## src/rtl/adder_digit_serial.sv

```systemverilog
// Digit-serial adder: adds two p_nbits operands p_ndigit bits per cycle behind val/rdy handshakes.
// Optional subtract mode (in_sub port) is enabled by defining ADDER_DIGIT_SERIAL_SUB_EN.
//
// state | meaning
// IDLE  | ready for operands, in_rdy=1
// CALC  | one digit added per cycle, LSB digit first
// DONE  | result valid, held until out_rdy
module adder_digit_serial #(
    parameter int p_nbits  = 8,
    parameter int p_ndigit = 2
) (
    input  logic               clk,
    input  logic               reset,
    input  logic               in_val,
    output logic               in_rdy,
    input  logic [p_nbits-1:0] in_a,
    input  logic [p_nbits-1:0] in_b,
`ifdef ADDER_DIGIT_SERIAL_SUB_EN
    input  logic               in_sub,
`endif
    output logic               out_val,
    input  logic               out_rdy,
    output logic [p_nbits-1:0] out_sum,
    output logic               out_cout
);

    localparam int N  = p_nbits / p_ndigit;
    localparam int CW = (N > 1) ? $clog2(N) : 1;

    typedef enum logic [1:0] {
        ST_IDLE,
        ST_CALC,
        ST_DONE
    } state_t;

    state_t               r_state;
    state_t               w_state_next;
    logic [p_nbits-1:0]   r_a;
    logic [p_nbits-1:0]   r_b;
    logic [p_nbits-1:0]   r_sum;
    logic                 r_carry;
    logic [CW-1:0]        r_cnt;

    logic                 w_fire;
    logic                 w_calc;
    logic                 w_last;
    logic [p_ndigit:0]    w_digit;
    logic [p_nbits-1:0]   w_sum_next;
    logic [p_nbits-1:0]   w_b_load;
    logic                 w_carry_init;

`ifdef ADDER_DIGIT_SERIAL_SUB_EN
    // Two's-complement subtract: A + ~B + 1
    assign w_b_load     = in_sub ? ~in_b : in_b;
    assign w_carry_init = in_sub;
`else
    assign w_b_load     = in_b;
    assign w_carry_init = 1'b0;
`endif

    assign w_last  = (r_cnt == CW'(N - 1));
    assign w_digit = {1'b0, r_a[p_ndigit-1:0]} + {1'b0, r_b[p_ndigit-1:0]}
                   + {{p_ndigit{1'b0}}, r_carry};
    // New digit enters at the top so that after N steps the first digit sits at the LSB
    assign w_sum_next = (r_sum >> p_ndigit)
                      | (p_nbits'(w_digit[p_ndigit-1:0]) << (p_nbits - p_ndigit));

    always_comb begin
        w_state_next = r_state;
        in_rdy       = 1'b0;
        out_val      = 1'b0;
        w_fire       = 1'b0;
        w_calc       = 1'b0;
        case (r_state)
            ST_IDLE: begin
                in_rdy = 1'b1;
                if (in_val) begin
                    w_fire       = 1'b1;
                    w_state_next = ST_CALC;
                end
            end
            ST_CALC: begin
                w_calc = 1'b1;
                if (w_last) begin
                    w_state_next = ST_DONE;
                end
            end
            ST_DONE: begin
                out_val = 1'b1;
                if (out_rdy) begin
                    w_state_next = ST_IDLE;
                end
            end
            default: w_state_next = ST_IDLE;
        endcase
    end

    always_ff @(posedge clk or posedge reset) begin
        if (reset) begin
            r_state <= ST_IDLE;
        end else begin
            r_state <= w_state_next;
        end
    end

    always_ff @(posedge clk or posedge reset) begin
        if (reset) begin
            r_a     <= '0;
            r_b     <= '0;
            r_sum   <= '0;
            r_carry <= 1'b0;
            r_cnt   <= '0;
        end else if (w_fire) begin
            r_a     <= in_a;
            r_b     <= w_b_load;
            r_carry <= w_carry_init;
            r_cnt   <= '0;
        end else if (w_calc) begin
            r_a     <= r_a >> p_ndigit;
            r_b     <= r_b >> p_ndigit;
            r_sum   <= w_sum_next;
            r_carry <= w_digit[p_ndigit];
            r_cnt   <= r_cnt + CW'(1);
        end
    end

    assign out_sum  = r_sum;
    assign out_cout = r_carry;

endmodule

```

## config.mk

```make
export PLATFORM = sky130hd
export DESIGN_NAME = adder_digit_serial
export DESIGN_NICKNAME = d
export VERILOG_FILES = /design/src/rtl/adder_digit_serial.sv
export SDC_FILE = /design/constraint.sdc
export NUM_CORES = 1
export LEC_CHECK = 0
export CAP_MARGIN = 20
export CORE_UTILIZATION = 30
export CTS_BUF_LIST = sky130_fd_sc_hd__clkbuf_2
export DETAILED_ROUTE_END_ITERATION = 10
export PLACE_DENSITY = 0.48
export SETUP_SLACK_MARGIN = 0.02
export SYNTH_ARGS = -nofsm -noshare
export SYNTH_HDL_FRONTEND = slang
export SYNTH_SLANG_ARGS = --single-unit
```

## constraint.sdc

```tcl
create_clock -name clk -period 2.1 [get_ports clk]
set_input_delay 0.315 -clock clk [delete_from_list [all_inputs] [get_ports clk]]
set_output_delay 0.315 -clock clk [all_outputs]
set_load 0.1 [all_outputs]
```

==> impl_metrics.py <==
metrics = {
    "floorplanning": {
        "fp-row-count": 24,
        "die_w_um": 70.6,
        "core_um2": 4440,
        "die_height_um": 70.6,
        "die_area_um2": 4980,
        "floorplan.initialDensity_pct": 31.8,
        "pin_count": 31,
    },
    "yosys": {
        "syn_area_per_cell_um2": 12.2,
        "synth_area_um2": 1410,
        "ys_ff_latch": 29,
        "yosysWarnings": 0,
        "ys_seq_area_share_pct": 51.4,
        "synth_cell_types": 29,
        "synth_cells": 116,
        "syn-num-nets": 139,
    },
    "clock_tree": {
        "clockRootBuffer": "clkbuf_2",
        "cts_tree": "done",
        "post_cts.repair.setup_buffers": 0,
        "cts_buffer_depth": 2,
        "numCtsBuffers": 5,
        "hold_buffers": 0,
        "clkTransAtPathRegs_ns": 0.14,
        "clock-sinks": 29,
        "clk_latency_ns": 0.35,
        "htreeDepth": 2,
    },
    "worst_hold_path": {
        "hold_class": "input port to async pin",
    },
    "sta": {
        "finalSetupTns_ns": 0,
        "tightestPinTransition_ns": 0.607,
        "finalCritPeriodShare_pct": 92.0,
        "timing.final.crit_period_ns": 1.93,
        "finalMaxSlewViolations": 0,
        "whs_ns": 0.299,
        "finalSetupViolCount": 0,
        "slew_headroom_pct": 59.5,
        "max_freq_mhz": 517,
        "hold_viol_final": 0,
        "skew_ns": 0.00489,
        "rsz0062_at_grt": "no",
    },
    "worst_setup_path": {
        "cp.required_ns": 1.78,
        "crit_arrival_ns": 1.62,
        "end_kind": "primary output",
        "cp_max_fo": 15,
        "critPathLaunchType": "register",
        "worstSetupPathType": "register to primary output",
    },
    "layout": {
        "drive_gt1_share_pct": 24.8,
        "mostFrequentLayoutCell": "dfrtp_1",
        "antenna_cells": 0,
        "layout_common_cells": "28 x dfrtp_1, 19 x clkdlybuf4s50_1, 16 x inv_1, 14 x buf_4, 7 x mux2_2",
        "fill_cells": 442,
        "final_util_pct": 40.3,
        "register_area_um2": 727,
        "multi_input_area_um2": 572,
        "layout.nets": 172,
        "syn_to_final_growth_pct": 27.0,
    },
    "outcome": {
        "violations": "DRC",
        "outcome": "finished, violations left",
    },
    "routing": {
        "avgViaCountPerCell": 5.15,
        "vias": 1035,
        "drc": 8,
        "drt_iter0_drc": 49,
        "drt-total-wl_mm": 3.02,
        "first_pass_iters": 9,
        "wl_per_cell_um": 15.0,
        "ant_nets": 0,
    },
    "placed_design": {
        "port_buffers": 30,
        "gp_congestion": 0.677,
        "place_hpwl_mm": 2.14,
    },
    "grt": {
        "grtUsageTotal_pct": 13.6,
        "grt_pass1_wl_mm": 5.04,
        "grt_max_degree": 16,
        "grt_pass1_vias": 993,
        "grt-ovfl-total": 0,
        "antenna_found_initial": 0,
    },
    "flow_run": {
        "maxCapViolCount": 0,
    },
}
-- kinds of logic after synthesis --
kind of cell / synth area share (%)
adders and majority gates: 3.72
AOI/OAI and AO/OA: 14.3
buffers and inverters: 8.60
and+or+nand+nor: 15.0
muxes: 7.00
DFF: 51.4
-- per-layer routing --
layer	global-route usage (%)	part of all wire [%]	up-vias
met4	5.33	1.5	0
li1	-	-	489
met3	4.99	5.9	5
met5	0	0	-
met1	18.4	46	508
met2	20.1	47	33
-- synthesized netlist by cell type --
| cell | n | area, um^2 |
|---|---|---|
| or4b_1 | 2 | 20.0 |
| nor2b_1 | 5 | 31.3 |
| ha_1 | 1 | 12.5 |
| nor2_2 | 1 | 6.26 |
| nor2b_4 | 1 | 13.8 |
| nor4b_1 | 6 | 52.6 |
| buf_4 | 2 | 15.0 |
| o221a_2 | 2 | 22.5 |
| a222oi_1 | 4 | 40.0 |
| clkbuf_1 | 1 | 3.75 |
| a211o_1 | 2 | 17.5 |
| dfrtp_1 | 29 | 726 |
| mux2i_1 | 2 | 20.0 |
| nor4bb_1 | 2 | 20.0 |
| nor3b_1 | 5 | 37.5 |
| buf_6 | 2 | 22.5 |
| a22o_1 | 3 | 26.3 |
| mux2_2 | 7 | 78.8 |
| o21ba_2 | 1 | 10.0 |
| a221oi_1 | 3 | 26.3 |
| o21bai_2 | 1 | 11.3 |
| a32o_1 | 2 | 20.0 |
| nand2b_1 | 3 | 18.8 |
| fa_1 | 2 | 40.0 |
| nor2_1 | 3 | 11.3 |
| buf_2 | 4 | 20.0 |
| inv_1 | 16 | 60.1 |
| a211oi_1 | 3 | 22.5 |
| a21oi_1 | 1 | 5.00 |
-- path summary, 6_finish.rpt --
path,from,depth (start not counted),slack (ns),to
max,r_state[1]$_DFFE_PP0P_,2,0.17,out_val
min in group clk,r_cnt[0]$_DFFE_PP0P_,1,0.50,r_cnt[0]$_DFFE_PP0P_
min,reset,2,0.30,out_sum[6]$_DFFE_PP0P_
min reg2reg,r_cnt[0]$_DFFE_PP0P_,1,0.50,r_cnt[0]$_DFFE_PP0P_
max in group asynchronous,reset,3,1.17,r_b[4]$_DFFE_PP0P_
max reg2reg,out_cout$_DFFE_PP0P_,5,0.39,out_sum[7]$_DFFE_PP0P_
-- critical path, cell delays in order, from the launching register on --
cell and delay [ns]:
dfrtp_1 0.74, nor2b_2 0.33, buf_12 0.20
-- stage by stage --
step	instance area [um^2]	setup WS [ns]	cells
detailed placement	1750	0.196	194
finish	1790	0.167	201
floorplan	1420	0.0531	116
global placement	1750	0.229	194
CTS	1790	0.103	201
global route	1790	0.0258	201
-- cell type report --
cell class	count	share of cell area (%)
sequential	29	40.5
multi-input combinational	62	31.9
timing repair buffer	35	18.7
tap	52	3.63
inverter	16	3.35
clock buffer	6	1.67
clock inverter	1	0.209
-- sequential cells by signal, indices dropped and copies added (netlist names) --
name,cells
r_b,8
out_cout,1
r_state,2
out_sum,8
r_cnt,2
r_a,8
-- timing repair --
item | in CTS | in global routing
endpoints found under the setup margin | 0 | 1
hold endpoints to repair | 0 | 0
gates resized for setup | 0 | 1
Power is not shown: default switching activity piles up to over one toggle a cycle in this logic, so the estimate is an artifact.
